File: config.mk
export PLATFORM = sky130hd
export DESIGN_NAME = pulse_stretcher
export DESIGN_NICKNAME = d
export VERILOG_FILES = /design/src/rtl/pulse_stretcher_pkg.sv /design/src/rtl/pulse_stretcher_hold_timer.sv /design/src/rtl/pulse_stretcher.sv
export SDC_FILE = /design/constraint.sdc
export NUM_CORES = 1
export LEC_CHECK = 0
export BUFFER_PORTS_ARGS = -buffer_cell sky130_fd_sc_hd__buf_2
export CORE_MARGIN = 1
export CORE_UTILIZATION = 45
export DETAILED_ROUTE_END_ITERATION = 7
export PLACE_DENSITY = 0.64
export SLEW_MARGIN = 20
export SYNTH_ARGS = -nofsm -noshare
export SYNTH_HDL_FRONTEND = slang
export SYNTH_SLANG_ARGS = --single-unit
export TNS_END_PERCENT = 10
File: constraint.sdc
create_clock -name clk_148Mhz -period 3.6 [get_ports clk_148Mhz]
set_clock_uncertainty 0.1 [all_clocks]
set_input_delay 0.72 -clock clk_148Mhz [delete_from_list [all_inputs] [get_ports clk_148Mhz]]
set_output_delay 0.72 -clock clk_148Mhz [all_outputs]
set_load 0.05 [all_outputs]
File: src/rtl/pulse_stretcher_pkg.sv
// Shared definitions for the pulse stretcher: FSM state encoding and the
// sizing helpers used to dimension the shared hold timer.
package pulse_stretcher_pkg;

    typedef enum logic [1:0] {
        ST_IDLE = 2'd0,
        ST_HIGH = 2'd1,
        ST_GAP  = 2'd2
    } state_t;

    function automatic int unsigned clog2(input int unsigned value);
        int unsigned width;
        width = 32'd0;
        while ((32'd1 << width) < value) begin
            width = width + 32'd1;
        end
        return width;
    endfunction

    // The timer holds values up to max(high, gap) - 1; never narrower than one bit.
    function automatic int unsigned timer_width(input int unsigned high_cycles,
                                                input int unsigned gap_cycles);
        int unsigned longest;
        int unsigned width;
        longest = (high_cycles > gap_cycles) ? high_cycles : gap_cycles;
        width   = clog2(longest);
        return (width == 32'd0) ? 32'd1 : width;
    endfunction

endpackage

File: src/rtl/pulse_stretcher_hold_timer.sv
// Loadable down-counter shared by the HIGH and GAP phases; the zero flag is
// registered so the FSM never sees a combinational compare.
module pulse_stretcher_hold_timer
    import pulse_stretcher_pkg::*;
#(
    parameter int unsigned W = 4
) (
    input  logic         clk_i,
    input  logic         rst_ni,
    input  logic         srst_i,
    input  logic         load_i,
    input  logic [W-1:0] load_val_i,
    output logic         zero_o
);

    logic [W-1:0] count_q;
    logic [W-1:0] count_d;
    logic         zero_q;

    // Next count: flush, load, or count down and hold at zero.
    always_comb begin
        count_d = count_q;
        if (srst_i) begin
            count_d = '0;
        end else if (load_i) begin
            count_d = load_val_i;
        end else if (count_q != '0) begin
            count_d = count_q - W'(1);
        end else begin
            count_d = count_q;
        end
    end

    // Count register and its zero flag.
    always_ff @(posedge clk_i or negedge rst_ni) begin
        if (!rst_ni) begin
            count_q <= '0;
            zero_q  <= 1'b1;
        end else begin
            count_q <= count_d;
            zero_q  <= (count_d == '0);
        end
    end

    assign zero_o = zero_q;

endmodule

File: src/rtl/pulse_stretcher.sv
// Stretches one-cycle events into HIGH_CYCLES-wide pulses separated by at
// least GAP_CYCLES low cycles, queueing events that arrive meanwhile.
module pulse_stretcher
    import pulse_stretcher_pkg::*;
#(
    parameter int unsigned HIGH_CYCLES = 16,
    parameter int unsigned GAP_CYCLES  = 4,
    parameter int unsigned PEND_W      = 3
) (
    input  logic              clk_148Mhz,
    input  logic              reset_n,
    input  logic              pulse_in,
    input  logic              clear,
    output logic              level_out,
    output logic              busy,
    output logic [PEND_W-1:0] pending,
    output logic              overflow
);

    localparam int unsigned TIMER_W = timer_width(HIGH_CYCLES, GAP_CYCLES);
    localparam logic [TIMER_W-1:0] HIGH_LOAD = TIMER_W'(HIGH_CYCLES - 32'd1);
    localparam logic [TIMER_W-1:0] GAP_LOAD  = TIMER_W'(GAP_CYCLES - 32'd1);
    localparam logic [PEND_W-1:0]  PEND_MAX  = '1;

    state_t              state_q, state_d;
    logic                level_q, level_d;
    logic                busy_q, busy_d;
    logic                ovf_q, ovf_d;
    logic [PEND_W-1:0]   pend_q, pend_d;
    logic                load_s;
    logic [TIMER_W-1:0]  load_val_s;
    logic                timer_zero_s;
    logic [PEND_W-1:0]   pend_queued_s;
    logic                ovf_queued_s;

    pulse_stretcher_hold_timer #(
        .W (TIMER_W)
    ) u_hold_timer (
        .clk_i      (clk_148Mhz),
        .rst_ni     (reset_n),
        .srst_i     (clear),
        .load_i     (load_s),
        .load_val_i (load_val_s),
        .zero_o     (timer_zero_s)
    );

    // Effect of queueing the current pulse_in: count it, or drop it when saturated.
    always_comb begin
        pend_queued_s = pend_q;
        ovf_queued_s  = ovf_q;
        if (pulse_in) begin
            if (pend_q == PEND_MAX) begin
                ovf_queued_s = 1'b1;
            end else begin
                pend_queued_s = pend_q + PEND_W'(1);
            end
        end else begin
            pend_queued_s = pend_q;
        end
    end

    // Next-state logic; clear overrides every other activity.
    always_comb begin
        state_d    = state_q;
        level_d    = level_q;
        busy_d     = busy_q;
        pend_d     = pend_q;
        ovf_d      = ovf_q;
        load_s     = 1'b0;
        load_val_s = HIGH_LOAD;
        if (clear) begin
            state_d = ST_IDLE;
            level_d = 1'b0;
            busy_d  = 1'b0;
            pend_d  = '0;
            ovf_d   = 1'b0;
        end else begin
            case (state_q)
                ST_IDLE: begin
                    if (pulse_in) begin
                        state_d    = ST_HIGH;
                        level_d    = 1'b1;
                        busy_d     = 1'b1;
                        load_s     = 1'b1;
                        load_val_s = HIGH_LOAD;
                    end else begin
                        level_d = 1'b0;
                        busy_d  = 1'b0;
                    end
                end
                ST_HIGH: begin
                    pend_d = pend_queued_s;
                    ovf_d  = ovf_queued_s;
                    if (timer_zero_s) begin
                        state_d    = ST_GAP;
                        level_d    = 1'b0;
                        load_s     = 1'b1;
                        load_val_s = GAP_LOAD;
                    end else begin
                        state_d = ST_HIGH;
                    end
                end
                ST_GAP: begin
                    if (!timer_zero_s) begin
                        pend_d = pend_queued_s;
                        ovf_d  = ovf_queued_s;
                    end else if ((pend_q != '0) || pulse_in) begin
                        // A new arrival here replaces the consumed queued event.
                        state_d    = ST_HIGH;
                        level_d    = 1'b1;
                        load_s     = 1'b1;
                        load_val_s = HIGH_LOAD;
                        if ((pend_q != '0) && !pulse_in) begin
                            pend_d = pend_q - PEND_W'(1);
                        end else begin
                            pend_d = pend_q;
                        end
                    end else begin
                        state_d = ST_IDLE;
                        level_d = 1'b0;
                        busy_d  = 1'b0;
                    end
                end
                default: begin
                    state_d = ST_IDLE;
                    level_d = 1'b0;
                    busy_d  = 1'b0;
                    pend_d  = '0;
                    ovf_d   = 1'b0;
                end
            endcase
        end
    end

    // FSM state and all registered outputs.
    always_ff @(posedge clk_148Mhz or negedge reset_n) begin
        if (!reset_n) begin
            state_q <= ST_IDLE;
            level_q <= 1'b0;
            busy_q  <= 1'b0;
            pend_q  <= '0;
            ovf_q   <= 1'b0;
        end else begin
            state_q <= state_d;
            level_q <= level_d;
            busy_q  <= busy_d;
            pend_q  <= pend_d;
            ovf_q   <= ovf_d;
        end
    end

    assign level_out = level_q;
    assign busy      = busy_q;
    assign pending   = pend_q;
    assign overflow  = ovf_q;

endmodule

==> impl_metrics.toml, run 1 <==
[floorplanning]
die_h_um = 47.76
design.core.area_mm2 = 0.001962
dieArea_mm2 = 0.002281
start_util_pct = 48.02
io_pins = 10
dieWidth_um = 47.76
num_rows = 16

[layout]
layout_commonest_cell = "dfrtp_1"
antennaDiodeCount = 0
drive_gt1_share_pct = 24.30
final_cell_mix = "12 x dfrtp_1, 10 x inv_1, 9 x buf_2"
syn2layout_area_growth_pct = 9.429
layout.nets = 120

[setup_path]
cp-end-kind = "primary output"
worst_ep_arrival_time_ns = 1.08
start_kind = "register"
crit_type = "register to primary output"
critical_path_buf_inv_count = 1
crit_fanout = 8
required_ns = 2.78
crit_chain = "buf_2"
cp_slowest_cell = "dfrtp_1"
max_stage_delay_ns = 0.49
crit_family = "flip-flops"

[timing]
finalCritPeriodShare_pct = 52.76
timing_hold_violations_final = 0
tightest_slew_ns = 0.3525
rsz0062_at_grt = "false"
finalSetupViolCount = 0
setup_tns_ns = 0
slew-limit-headroom_pct = 75.89
maxSlewViolCount = 0
fmax_mhz = 526.5
period_needed_ns = 1.899

[cts]
root_buffer = "clkbuf_4"
post_cts_resized = 0
clockBufferDepth = 2
clk_pin_slew_ns = 0.07
cts.sinks = 13
worstSkewPairLatency_ns = 0.27
postCtsSetupBuffers = 0
cts_hold_buf = 0
htree_levels = 1
cts_buffers = 3
cts_tree = "built"

[power_and_ir_drop]
internal_power_mw = 0.4018
p_sw_mw = 0.3160
p_comb_share_pct = 54.6
power.share.clock_pct = 12.1
seqPwrFrac_pct = 33.3
total_power_mw = 0.7178
swShare_pct = 44.02
p_per_area_mw_per_mm2 = 696.3
ir_worst_vdd_v = 0.0003389
p_leak_nw = 0.5164

[synthesis]
syn_inst = 96
syn_nets = 108
syn_area_um2 = 942.2
yosysSeqAreaShare_pct = 34.66
ys_async_sr_fraction_pct = 100.0
yosys_register_bits = 13
yosys.cell_types.count = 41
synth_edf_count = 0
syn_avg_cell_area_um2 = 9.814
synth_top_flop_cell = "dfrtp_1"
yosys_warnings = 0

[grt]
grt_use_total_pct = 17.76
grt_pass1_vias = 589
grt_pass1_wl_mm = 2.725
grt_overflow = 0
grt_max_degree = 15
antenna_found_initial = 0

[route]
drc = 0
wirelength_mm = 1.705
drt-pass1-iter-count = 4
ant_nets = 0
vias = 708
first_iter_violations = 19
wl_per_cell_um = 12.72
avgViaCountPerCell = 5.284

[flow_run]
cap_violations = 0

[min_path]
hp-class = "input pin to asynchronous set/reset pin"

[place]
place.gp.congestion = 0.8531
port_buffers = 9
hpwlAfterDp_mm = 1.301

[status]
status = "complete, no violations"
[metrics by stage]
step                      instances  hold WS [ns]  utilization, %  setup slack, ns  area (um^2)
after floorplan                  96        0.3244               -            1.740        942.2
after global placement          130        0.4502           51.21            1.680         1005
after detailed placement        130        0.4561           51.21            1.662         1005
after CTS                       134        0.2195           52.55            1.687         1031
after global routing            134        0.2273           52.55            1.579         1031
final                           134        0.2189           52.55            1.701         1031
[layout make-up]
class / count / area [um^2]
inverter: 10 / 37.54
fill: 206 / 930.9
sequential: 13 / 326.6
clock buffer: 4 / 26.28
timing repair buffer: 9 / 45.04
tap: 27 / 33.78
multi-input combinational: 71 / 561.8
[registers in the layout, indices dropped and copies added (netlist names)]
name,count
level_out,1
u_hold_timer.zero_o,1
u_hold_timer.count_q,4
pending,3
state_q,2
busy,1
overflow,1
[logic make-up (layout without fill, tap and decap cells)]
group / Yosys count / in the layout / synth area share (%)
AOI/OAI and AO/OA: 29 / 29 / 24.30
buffers and inverters: 12 / 23 / 5.710
adders and majority gates: 8 / 8 / 10.62
muxes: 6 / 6 / 6.640
DFF: 13 / 13 / 34.66
xor gates and xnor gates: 1 / 1 / 0.9298
and+or+nand+nor: 27 / 27 / 17.13
[synth_stat cells, types with 2 or more instances]
library cell | count | area, um^2
o21bai_1 | 2 | 15.01
mux2_2 | 2 | 22.52
nor2_1 | 7 | 26.28
a22o_1 | 2 | 17.52
nand2b_1 | 3 | 18.77
inv_1 | 10 | 37.54
nor2b_1 | 2 | 12.51
nor3_1 | 2 | 10.01
a21oi_1 | 7 | 35.03
mux2i_1 | 4 | 40.04
dfrtp_1 | 12 | 300.3
o21ai_0 | 3 | 15.01
ha_1 | 8 | 100.1
nand2_1 | 5 | 18.77
[path summary, 6_finish.rpt]
| path | to | cells past startpoint | slack, ns | startpoint |
|---|---|---|---|---|
| max | pending[2] | 1 | 1.70 | pending[2] |
| min | pending[2] | 1 | 0.22 | reset_n |
| min reg2reg | level_out | 2 | 0.46 | level_out |
| min in group clk_148Mhz | level_out | 2 | 0.46 | level_out |
| max reg2reg | pending[2] | 6 | 1.72 | state_q[0] |
| max in group asynchronous | u_hold_timer.zero_o | 1 | 2.90 | reset_n |
[power by group through the flow]
stage	registers [mW]	clock network (mW)	logic, mW
finish	0.239	0.0869	0.392
global route	0.244	0.0990	0.440
CTS	0.239	0.0924	0.391
detailed placement	0.241	0	0.391
global placement	0.239	0	0.388
floorplan	0.268	0	0.290
[metal layers]
layer	track usage [%]	vias up	wire length (um)
met2	23.78	13	716
met1	26.34	326	898
met5	0	-	0
met4	3.333	0	4
met3	7.925	2	84
li1	-	367	-
Note: power is estimated with default switching activity, not from simulation.
==> run 2: changes to the inputs <==
--- a/config.mk
+++ b/config.mk
@@ -9,7 +9,7 @@
 export CORE_MARGIN = 1
 export CORE_UTILIZATION = 45
 export DETAILED_ROUTE_END_ITERATION = 7
-export PLACE_DENSITY = 0.64
+export PLACE_DENSITY = 0.66
 export SLEW_MARGIN = 20
 export SYNTH_ARGS = -nofsm -noshare
 export SYNTH_HDL_FRONTEND = slang
==> constraint.sdc (replaced) <==
create_clock -name clk_148Mhz -period 1.6 [get_ports clk_148Mhz]
set_clock_uncertainty 0.1 [all_clocks]
set_input_delay 0.32 -clock clk_148Mhz [delete_from_list [all_inputs] [get_ports clk_148Mhz]]
set_output_delay 0.32 -clock clk_148Mhz [all_outputs]
set_load 0.05 [all_outputs]
==> run 2 against run 1 <==
The run now ends with negative setup slack left. Final cell count grew 16%. Clock power is 140% higher. Critical path depth up 4. Count of clock-buffer cells in the layout shrank 1. Worst hold slack improved by 0.063 ns. Core utilization up 13 points. Non-clock buffer count is 21 higher. Sequential share of layout area is 6.0 points lower. Register-to-register slack worse by 1.8 ns. Global-route usage grew 2.8 points. Critical path type is now register to register. Critical endpoint is now pending[2]. Highest routed layer unchanged.
==> impl_metrics.toml, run 2 (synthesis gave the netlist of run 1 again) <==
[timing]
maxSlewViolCount = 0
tightest_slew_ns = 0.3201
slew-limit-headroom_pct = 78.60
finalSetupViolCount = 3
rsz0062_at_grt = "true"
fmax_mhz = 610.5
timing_hold_violations_final = 0
timing.hold.ws_ns = 0.2814
period_needed_ns = 1.638
setup_tns_ns = -0.06068
setup_slack_ns = -0.03799
finalCritPeriodShare_pct = 102.4

[status]
violations = "negative setup slack"
status = "finished, violations left"

[route]
wirelength_mm = 2.070
wl_per_cell_um = 13.35
vias = 821
drc = 0
avgViaCountPerCell = 5.297
first_iter_violations = 30
drt-pass1-iter-count = 4
ant_nets = 0

[setup_path]
crit_chain = "ha_4 > and2b_2 > o31ai_1 > o221ai_1 > a22o_1"
start_kind = "register"
crit_type = "register to register"
max_stage_delay_ns = 0.45
cp_slowest_cell = "dfrtp_2"
crit_fanout = 5
critical_path_buf_inv_count = 0
required_ns = 1.68
crit_family = "compound AO/OA/AOI/OAI gates"
cp-end-kind = "register"
worst_ep_arrival_time_ns = 1.71

[floorplanning]
start_util_pct = 48.02
die_h_um = 47.76
dieWidth_um = 47.76
num_rows = 16
io_pins = 10
dieArea_mm2 = 0.002281
design.core.area_mm2 = 0.001962

[cts]
root_buffer = "clkbuf_4"
cts.sinks = 13
htree_levels = 1
clockBufferDepth = 2
cts_buffers = 3
cts_tree = "built"
worstSkewPairLatency_ns = 0.28
clk_pin_slew_ns = 0.09

[grt]
grt_overflow = 0
grt_max_degree = 15
grt_pass1_wl_mm = 3.180
grt_pass1_vias = 701
antenna_found_initial = 0
grt_use_total_pct = 20.57

[place]
place_inst = 149
hpwlAfterDp_mm = 1.577
place.gp.congestion = 0.8301
port_buffers = 9

[layout]
drive_gt1_share_pct = 50.78
antennaDiodeCount = 0
layout_commonest_cell = "buf_4"
largest_reg_flops = 4
syn2layout_area_growth_pct = 36.52
final_cell_mix = "19 x buf_4, 9 x dfrtp_1, 9 x buf_2"
regMostFlops = "u_hold_timer.count_q"
layout.nets = 141
final_cells = 155

[power_and_ir_drop]
ir_worst_vdd_v = 0.0009479
p_leak_nw = 0.6343
p_per_area_mw_per_mm2 = 1569

[flow_run]
cap_violations = 0

[min_path]
hp-class = "input pin to register"
[run 2: final timing paths]
path                            start                  end  slack (ns)  depth (start not counted)
max                        state_q[1]           pending[2]       -0.04                          5
min                             clear                 busy        0.28                          2
max reg2reg                state_q[1]           pending[2]       -0.04                          5
min reg2reg                 level_out            level_out        0.49                          2
max in group asynchronous     reset_n  u_hold_timer.zero_o        0.78                          2
min in group asynchronous     reset_n           pending[1]        0.35                          2
[run 2: power breakdown]
part	internal [mW]	switching (mW)	total, mW
clock network	0.0928	0.119	0.212
registers	0.439	0.0811	0.520
logic	0.645	0.640	1.29
[run 2: worst reg2reg max path: cells and delay by family, from the launching register on]
family	cells	cell delay (ns)
compound gates	3	0.58
flops	1	0.45
simple gates	1	0.22
fa+ha+maj	1	0.19
[run 2: metal layers]
layer | share of wire (%) | up-vias | GRT usage, %
met3 | 4.4 | 4 | 3.774
met2 | 48 | 28 | 31.08
met5 | 0 | - | 0
li1 | - | 411 | -
met4 | 2.1 | 0 | 8.333
met1 | 46 | 378 | 28.87
[run 2: final cells by class]
class	count	area, um^2
repair buffers	30	209.0
well taps	27	33.78
fillers	180	675.6
clock inverters	1	5.005
inverters	10	37.54
multi-input cells	71	648.1
clock buffers	3	22.52
flip-flops and latches	13	330.3
[run 2: per-stage QoR]
stage	cell area (um^2)	power [mW]	setup slack, ns	utilization (%)
floorplan	947.2	1.256	-0.08243	-
global placement	1152	1.630	-0.08750	58.74
detailed placement	1152	1.659	-0.08364	58.74
CTS	1271	1.998	-0.02343	64.80
global route	1286	2.182	-0.09486	65.56
finish	1286	2.018	-0.03799	65.56
[run 2: what timing repair did]
item                                    CTS  global route
hold buffers                              1             0
gates resized for setup                  20             4
pin swaps                                 3             4
endpoints found under the setup margin   12            13
endpoints found under the hold margin    12             0
setup buffers                             1             0
gates cloned                              0             0
==> run 3: changes to the inputs <==
--- a/config.mk
+++ b/config.mk
@@ -10,6 +10,7 @@
 export CORE_UTILIZATION = 45
 export DETAILED_ROUTE_END_ITERATION = 7
 export PLACE_DENSITY = 0.66
+export SKIP_LAST_GASP = 1
 export SLEW_MARGIN = 20
 export SYNTH_ARGS = -nofsm -noshare
 export SYNTH_HDL_FRONTEND = slang
==> run 3 against run 2 <==
The flow still finishes with violations (negative setup slack). Worst setup slack better by 0.0048 ns. Count of clock-buffer cells in the layout unchanged. Core utilization down 1.7 points. Critical path type unchanged. Critical endpoint is now state_q[1].
==> impl_metrics.toml, run 3 (synthesis gave the netlist of run 1 again) <==
[route]
wirelength_mm = 2.041
drc = 0
ant_nets = 0
wl_per_cell_um = 13.17
vias = 813
drt-pass1-iter-count = 4
avgViaCountPerCell = 5.245
first_iter_violations = 15

[floorplanning]
die_h_um = 47.76
dieArea_mm2 = 0.002281
start_util_pct = 48.02
num_rows = 16
design.core.area_mm2 = 0.001962
io_pins = 10
dieWidth_um = 47.76

[place]
port_buffers = 9
placed_area_mm2 = 0.001152
hpwlAfterDp_mm = 1.577
place_inst = 149
place.gp.congestion = 0.8301

[layout]
largest_reg_flops = 4
antennaDiodeCount = 0
syn2layout_area_growth_pct = 33.07
layout.nets = 141
drive_gt1_share_pct = 50.78
final_cells = 155
fin_area_mm2 = 0.001254
n_fill_cell = 184
layout_commonest_cell = "buf_4"
regMostFlops = "u_hold_timer.count_q"
final_cell_mix = "20 x buf_4, 9 x dfrtp_1, 9 x buf_2"

[timing]
slew-limit-headroom_pct = 78.65
setup_tns_ns = -0.1362
fmax_mhz = 612.3
rsz0062_at_grt = "true"
maxSlewViolCount = 0
finalCritPeriodShare_pct = 102.1
period_needed_ns = 1.633
finalSetupViolCount = 5
setup_slack_ns = -0.03317
timing.hold.ws_ns = 0.2779
tightest_slew_ns = 0.3195
timing_hold_violations_final = 0

[power_and_ir_drop]
p_per_area_mw_per_mm2 = 1568
ir_worst_vdd_v = 0.0009413
total_power_mw = 1.966
p_leak_nw = 0.6188

[status]
violations = "negative setup slack"
status = "finished, violations left"

[setup_path]
crit_fanout = 5
r2r-end = "state_q[1]"
r2r_start = "state_q[0]"
crit_type = "register to register"
required_ns = 1.67
reg2reg_slack_ns = -0.03
worst_ep_arrival_time_ns = 1.70
cp-end-kind = "register"
start_kind = "register"
ff2ff_path_depth = 6

[min_path]
whs_path_depth = 2
hp-class = "input pin to register"
worstHoldStart = "clear"
hold_path_end = "busy"

[cts]
clk_pin_slew_ns = 0.09
root_buffer = "clkbuf_4"
clockBufferDepth = 2
cts_tree = "built"
cts_buffers = 3
worstSkewPairLatency_ns = 0.28
htree_levels = 1
cts.sinks = 13

[grt]
grt_pass1_wl_mm = 3.132
grt_max_degree = 15
grt_use_total_pct = 20.26
grt_overflow = 0
antenna_found_initial = 0
grt_pass1_vias = 687

[flow_run]
cap_violations = 0
==> run 3: critical path, stage by stage (launching register included) <==
cell and delay, ns:
dfrtp_1 0.39, inv_2 0.11, ha_4 0.17, and2b_2 0.19, a21oi_1 0.05, nor2_1 0.16, mux2_2 0.35
==> run 3: cell type report <==
cell class / instances / area (um^2) / share of cell area (%)
Clock buffer: 3 / 22.52 / 1.796
Sequential cell: 13 / 330.3 / 26.35
Clock inverter: 1 / 5.005 / 0.3992
Inverter: 10 / 37.54 / 2.994
Tap cell: 27 / 33.78 / 2.695
Timing Repair Buffer: 30 / 205.2 / 16.37
Multi-Input combinational cell: 71 / 619.3 / 49.40
==> run 3: worst max path at each step <==
stage                                     end  startpoint  slack [ns]  cells past startpoint
final                              state_q[1]  state_q[0]       -0.03                      6
after global routing      u_hold_timer.zero_o  pending[1]       -0.11                      6
after CTS                 u_hold_timer.zero_o  state_q[1]       -0.04                      7
after detailed placement           pending[0]  state_q[1]       -0.08                      6
after global placement             pending[2]  state_q[0]       -0.09                      6
after floorplan           u_hold_timer.zero_o  pending[1]       -0.08                      6
==> run 3: timing repair <==
item	CTS	global route
gates resized for setup	14	4
endpoints found under the setup margin	12	13
pin swaps	3	1
buffers inserted	1	0
hold endpoints to repair	12	0
hold buffers	1	0
==> run 3: stage by stage <==
| step | utilization, % | setup slack, ns |
|---|---|---|
| after floorplan | - | -0.08243 |
| after global placement | 58.74 | -0.08750 |
| after detailed placement | 58.74 | -0.08364 |
| after CTS | 63.39 | -0.03655 |
| after global routing | 63.90 | -0.1082 |
| final | 63.90 | -0.03317 |
==> run 3: where the power goes <==
| group | switching, mW | total, mW | internal (mW) |
|---|---|---|---|
| Clock | 0.118 | 0.210 | 0.0927 |
| Combinational | 0.621 | 1.23 | 0.614 |
| Sequential | 0.0823 | 0.521 | 0.439 |
==> run 3: layer usage <==
layer  GRT usage, %  vias to the layer above  part of all wire [%]
li1               -                      412                     -
met1          28.41                      383                    48
met2          30.54                       14                    47
met3          3.774                        4                   2.9
met4          8.333                        0                   2.0
met5              0                        -                     0
